[config.mk]
export PLATFORM = sky130hd
export DESIGN_NAME = bus_autoclear_timeout
export DESIGN_NICKNAME = d
export VERILOG_FILES = /design/src/rtl/bus_autoclear_timeout.sv
export SDC_FILE = /design/constraint.sdc
export NUM_CORES = 1
export LEC_CHECK = 0
export CELL_PAD_IN_SITES_DETAIL_PLACEMENT = 1
export CELL_PAD_IN_SITES_GLOBAL_PLACEMENT = 2
export CORE_MARGIN = 2
export CORE_UTILIZATION = 44
export CTS_CLUSTER_DIAMETER = 120
export DETAILED_ROUTE_END_ITERATION = 7
export DONT_BUFFER_PORTS = 1
export PLACE_DENSITY = 0.95
export SLEW_MARGIN = 20
export SYNTH_ARGS = -nofsm -noshare
export SYNTH_HDL_FRONTEND = slang
export SYNTH_SLANG_ARGS = --single-unit
[constraint.sdc]
create_clock -name i_Bus_Clk -period 6.8 [get_ports i_Bus_Clk]
set_input_delay 0 -clock i_Bus_Clk [delete_from_list [all_inputs] [get_ports i_Bus_Clk]]
set_output_delay 0 -clock i_Bus_Clk [all_outputs]
set_load 0.05 [all_outputs]
[src/rtl/bus_autoclear_timeout.sv]
// Bus-mapped bank of autoclear channels: each channel is started by software, ends on
// done, stop or timeout, and records completion in history/timeout status registers.
module bus_autoclear_timeout #(
    parameter int AC_BITS_USED  = 4,
    parameter int TIMEOUT_WIDTH = 16
) (
    input  logic                    i_Bus_Clk,
    input  logic                    i_Bus_Rst,
    input  logic                    i_Bus_CS,
    input  logic                    i_Bus_Wr_Rd_n,
    input  logic [4:0]              i_Bus_Addr8,
    input  logic [15:0]             i_Bus_Wr_Data,
    output logic [15:0]             o_Bus_Rd_Data,
    output logic                    o_Bus_Rd_DV,
    output logic [AC_BITS_USED-1:0] o_AC_Start,
    input  logic [AC_BITS_USED-1:0] i_AC_Done,
    output logic                    o_AC_Irq
);

    localparam logic [4:0] ADDR_START = 5'h00;
    localparam logic [4:0] ADDR_BUSY  = 5'h02;
    localparam logic [4:0] ADDR_STOP  = 5'h04;
    localparam logic [4:0] ADDR_HIST  = 5'h06;
    localparam logic [4:0] ADDR_HCLR  = 5'h08;
    localparam logic [4:0] ADDR_TMO   = 5'h0A;
    localparam logic [4:0] ADDR_TSTAT = 5'h0C;
    localparam logic [4:0] ADDR_TCLR  = 5'h0E;
    localparam logic [4:0] ADDR_IEN   = 5'h10;

    typedef enum logic {IDLE, RUN} ch_state_t;

    ch_state_t                ch_state [AC_BITS_USED];
    logic [TIMEOUT_WIDTH-1:0] ch_cnt   [AC_BITS_USED];

    logic [AC_BITS_USED-1:0]  busy, hist, tstat, ien;
    logic [TIMEOUT_WIDTH-1:0] tmo, tmo_m1;
    logic                     wr_en, rd_en;
    logic [AC_BITS_USED-1:0]  wr_bits, start_req, stop_req, hclr_req, tclr_req;
    logic [AC_BITS_USED-1:0]  done_ev, tmo_ev;
    logic [15:0]              rd_mux;

    always_comb begin
        wr_en     = i_Bus_CS & i_Bus_Wr_Rd_n;
        rd_en     = i_Bus_CS & ~i_Bus_Wr_Rd_n;
        wr_bits   = i_Bus_Wr_Data[AC_BITS_USED-1:0];
        start_req = (wr_en && i_Bus_Addr8 == ADDR_START) ? wr_bits : '0;
        stop_req  = (wr_en && i_Bus_Addr8 == ADDR_STOP)  ? wr_bits : '0;
        hclr_req  = (wr_en && i_Bus_Addr8 == ADDR_HCLR)  ? wr_bits : '0;
        tclr_req  = (wr_en && i_Bus_Addr8 == ADDR_TCLR)  ? wr_bits : '0;
        tmo_m1    = tmo - TIMEOUT_WIDTH'(1);
        busy      = '0;
        done_ev   = '0;
        tmo_ev    = '0;
        // Events are resolved here in priority order so the FSM and the status
        // registers see one consistent outcome per channel: STOP > done > timeout.
        for (int unsigned n = 0; n < AC_BITS_USED; n++) begin
            busy[n]    = (ch_state[n] == RUN);
            done_ev[n] = busy[n] && !stop_req[n] && i_AC_Done[n];
            tmo_ev[n]  = busy[n] && !stop_req[n] && !i_AC_Done[n]
                         && (tmo != '0) && (ch_cnt[n] >= tmo_m1);
        end
    end

    always_comb begin
        rd_mux = '0;
        case (i_Bus_Addr8)
            ADDR_BUSY:  rd_mux[AC_BITS_USED-1:0]  = busy;
            ADDR_HIST:  rd_mux[AC_BITS_USED-1:0]  = hist;
            ADDR_TMO:   rd_mux[TIMEOUT_WIDTH-1:0] = tmo;
            ADDR_TSTAT: rd_mux[AC_BITS_USED-1:0]  = tstat;
            ADDR_IEN:   rd_mux[AC_BITS_USED-1:0]  = ien;
            default:    rd_mux = '0;
        endcase
    end

    always_ff @(posedge i_Bus_Clk or posedge i_Bus_Rst) begin
        if (i_Bus_Rst) begin
            o_AC_Start <= '0;
            for (int unsigned n = 0; n < AC_BITS_USED; n++) begin
                ch_state[n] <= IDLE;
                ch_cnt[n]   <= '0;
            end
        end else begin
            o_AC_Start <= '0;
            for (int unsigned n = 0; n < AC_BITS_USED; n++) begin
                if (ch_state[n] == IDLE) begin
                    if (start_req[n] && !stop_req[n]) begin
                        ch_state[n]   <= RUN;
                        ch_cnt[n]     <= '0;
                        o_AC_Start[n] <= 1'b1;
                    end
                end else if (stop_req[n] || done_ev[n] || tmo_ev[n]) begin
                    ch_state[n] <= IDLE;
                end else if (start_req[n]) begin
                    ch_cnt[n]     <= '0;
                    o_AC_Start[n] <= 1'b1;
                end else if (ch_cnt[n] != '1) begin
                    ch_cnt[n] <= ch_cnt[n] + TIMEOUT_WIDTH'(1);
                end
            end
        end
    end

    always_ff @(posedge i_Bus_Clk or posedge i_Bus_Rst) begin
        if (i_Bus_Rst) begin
            hist          <= '0;
            tstat         <= '0;
            ien           <= '0;
            tmo           <= '0;
            o_AC_Irq      <= 1'b0;
            o_Bus_Rd_DV   <= 1'b0;
            o_Bus_Rd_Data <= '0;
        end else begin
            // Set terms are OR-ed after the clear so a same-cycle event wins.
            hist  <= (hist & ~hclr_req) | done_ev;
            tstat <= (tstat & ~tclr_req) | tmo_ev;
            if (wr_en && i_Bus_Addr8 == ADDR_IEN)
                ien <= wr_bits;
            if (wr_en && i_Bus_Addr8 == ADDR_TMO)
                tmo <= i_Bus_Wr_Data[TIMEOUT_WIDTH-1:0];
            o_AC_Irq      <= (|(hist & ien)) | (|tstat);
            o_Bus_Rd_DV   <= rd_en;
            o_Bus_Rd_Data <= rd_en ? rd_mux : '0;
        end
    end

endmodule

==> flow_summary.json <==
{
  "antenna_left": 0,
  "slew_viol_final": 0,
  "synth_cells": 868,
  "synth_fa_ha_area_share_pct": 9.766,
  "avgSynthCellArea_um2": 9.122,
  "ir_drop_uv": 188.0,
  "path_max_fanout": 18,
  "fillers": 2030,
  "worst-setup-path-type": "reg2reg",
  "antenna_found_initial": 0,
  "synthArstFlopShare_pct": 100.0,
  "grt_pass1_wl_um": 43500,
  "nets": 977,
  "grt_pass1_vias": 7828,
  "clockRootBuffer": "clkbuf_16",
  "setup_viol": 0,
  "fin_crit_ns": 5.030,
  "ys_types": 76,
  "routed_wl_um": 26470,
  "synth-seq-area-share_pct": 37.29,
  "synth_simple_gate_area_share_pct": 20.13,
  "syn_to_final_growth_pct": 13.69,
  "pin_count": 51,
  "seqPwrFrac_pct": 38.2,
  "insertion_delay_ns": 0.44,
  "synth_most_common_cell": "dfrtp_1",
  "post-route-period-util_pct": 73.97,
  "initial_core_util_pct": 44.53,
  "ys_ff_latch": 118,
  "cts.path.max_buffers": 2,
  "power_frac_comb_pct": 16.8,
  "dr.pass1.iters": 5,
  "port_buffers": 0,
  "tritoncts": "built",
  "synth-compound-area-share_pct": 23.56,
  "std_cell_rows": 49,
  "p_per_area_nw_per_um2": 229.7,
  "cap_violations": 0,
  "grt_overflow": 0,
  "synth_ff_type": "dfrtp_1",
  "finalHoldViolations": 0,
  "cp-end-kind": "register",
  "muxShareOfSynthArea_pct": 2.276,
  "design_area_um2": 9001,
  "cts.repair.resized": 0,
  "critical_path.max_stage_delay_ns": 0.65,
  "hp-class": "in2reg",
  "drive_gt1_share_pct": 8.333,
  "die_x_um": 138.1,
  "clkPwrFrac_pct": 45.0,
  "h-tree-depth": 4,
  "p_sw_share_pct": 30.88,
  "core_area_um2": 17780,
  "required_ns": 7.13,
  "cts.hold.buffers_added": 35,
  "gp_congestion": 0.8755,
  "wl_per_cell_um": 23.44,
  "slew-limit-headroom_pct": 23.88,
  "yosysWarnings": 0,
  "dieArea_um2": 19080,
  "drcViolationCount": 0,
  "tns_ns": 0,
  "yosys.area.top_type_share_pct": 37.29,
  "diodes": 0,
  "cp-start-kind": "register",
  "grt_start_max_net_pins": 64,
  "syn_nets": 958,
  "drt_iter0_markers": 520,
  "netlist_top_cells_count": "dfrtp_1, o21ai_0, nand2_1, ha_1, nor2_1",
  "synth_top_area_cell": "dfrtp_1",
  "cp_slowest_cell": "or4_4",
  "p_switching_mw": 0.6385,
  "synth_top_family_by_area": "compound AO/OA/AOI/OAI gates",
  "fp.dieH_um": 138.1,
  "synthXorXnorAreaFrac_pct": 2.860,
  "fmax_mhz": 198.8,
  "synth-edff-count": 0,
  "synthTopCellsByArea": "dfrtp_1, ha_1, o21ai_0, nand2_1, and3_1",
  "leakage_nw": 4.005,
  "dpl_cell_area_um2": 8055,
  "cts.clk_slew.worst_paths_ns": 0.06,
  "status": "finished, final reports clean",
  "post_cts_buffers": 0,
  "track_usage_pct": 28.51,
  "p_int_mw": 1.429,
  "fin_skew_ns": 0.01040,
  "via_per_inst": 6.516,
  "cts_buffers": 17,
  "hpwl_um": 17740,
  "rsz0062_at_grt": "false",
  "clkSinkCount": 118,
  "crit_arrival_ns": 5.35,
  "syn-cell-area_um2": 7918,
  "worst_pin_slew_ns": 1.133,
  "crit_chain": "or4_4 -> nor4_1 -> nand2_1 -> xor2_1 -> ha_1 -> a21o_1 -> a21o_1 -> a221o_1 -> o21ai_0 -> o311ai_2 -> buf_4 -> o21ai_2 -> o21ai_0 -> a22o_1",
  "num_vias": 7357
}
logic make-up (layout without fill, tap and decap cells):
group                      after synthesis  after routing
muxes                                   16             16
and+or+nand+nor                        303            303
adders and majority gates               62             62
AOI/OAI and AO/OA                      276            276
DFF                                    118            118
buffers and inverters                   75            107
xor gates and xnor gates                18             18
cells in the final DEF, fill, tap and decap left out, drive strengths merged, types with 6 or more instances in the layout:
cell         count
and2             6
nand2           73
mux2            16
nand3           34
ha              61
and3            39
or4              7
o21ai           83
xnor2            8
a22oi            9
nor3            15
dlygate4sd3     35
a211o            7
a211oi          13
nand2b           8
o211ai           6
and4             8
nor4            15
a31oi           15
a41oi            6
nand4           15
inv             41
nor2            60
a31o            11
clkbuf          17
a21oi           41
dfrtp          118
nor4b            6
a21o            13
o31ai           25
a22o             6
per-stage QoR:
step / worst slack [ns] / std cells / util, % / power (mW) / hold slack, ns
finish: 1.770 / 1129 / 50.63 / 2.068 / 0.01352
global route: 1.415 / 1129 / 50.63 / 2.149 / 0.04299
CTS: 1.830 / 1129 / 50.63 / 2.073 / 0.0006510
detailed placement: 1.875 / 1062 / 45.31 / 1.119 / 0.04608
global placement: 1.965 / 1062 / 45.31 / 1.102 / 0.03721
floorplan: 2.715 / 868 / - / 1.016 / 0.1081
flip-flops by register name, summed over array words and instances (netlist names):
register       count
o_Bus_Rd_DV        1
tmo               16
o_AC_Start         4
ien                4
o_Bus_Rd_Data     16
o_AC_Irq           1
tstat              4
busy               4
hist               4
ch_cnt            64
power by group through the flow:
stage / Sequential (mW) / Combinational, mW / Clock, mW
after floorplan: 0.772 / 0.244 / 0
after global placement: 0.797 / 0.305 / 0
after detailed placement: 0.798 / 0.321 / 0
after CTS: 0.787 / 0.343 / 0.944
after global routing: 0.794 / 0.384 / 0.970
final: 0.790 / 0.347 / 0.931
cell type report:
cell class                      count  area (um2)  area share [%]
Tap cell                          229       286.5           3.183
Clock buffer                       17       425.4           4.726
Inverter                           35       133.9           1.487
Timing Repair Buffer               40       387.9           4.309
Sequential cell                   118        2953           32.81
Clock inverter                     15       170.2           1.890
Multi-Input combinational cell    675        4644           51.60
worst paths after layout:
check	start	endpoint	slack, ns	cells after the start
max in group asynchronous	i_Bus_Rst	o_AC_Start[1]	5.27	3
min reg2reg	ch_cnt[4]	ch_cnt[4]	0.54	1
min in group asynchronous	i_Bus_Rst	tmo[15]	0.16	2
max	tmo[3]	ch_cnt[31]	1.77	14
max reg2reg	tmo[3]	ch_cnt[31]	1.77	14
min	i_Bus_Wr_Data[3]	o_AC_Start[3]	0.01	2
metal layers:
layer | share of wire (%) | GRT usage [%]
met1 | 44 | 37.41
met3 | 4.4 | 4.780
met5 | 0 | 0
met4 | 3.8 | 13.10
met2 | 48 | 46.35
worst max-delay path, delay by kind of cell, from the launching register on:
kind | cells | cell delay, ns
AO/OA/AOI/OAI | 8 | 2.10
AND/OR/NAND/NOR | 3 | 1.30
flip-flops | 1 | 0.48
XOR/XNOR | 1 | 0.46
adder cells (fa/ha/maj) | 1 | 0.35
buffers and inverters | 1 | 0.22
No activity file was read; power rests on OpenSTA's default activity.
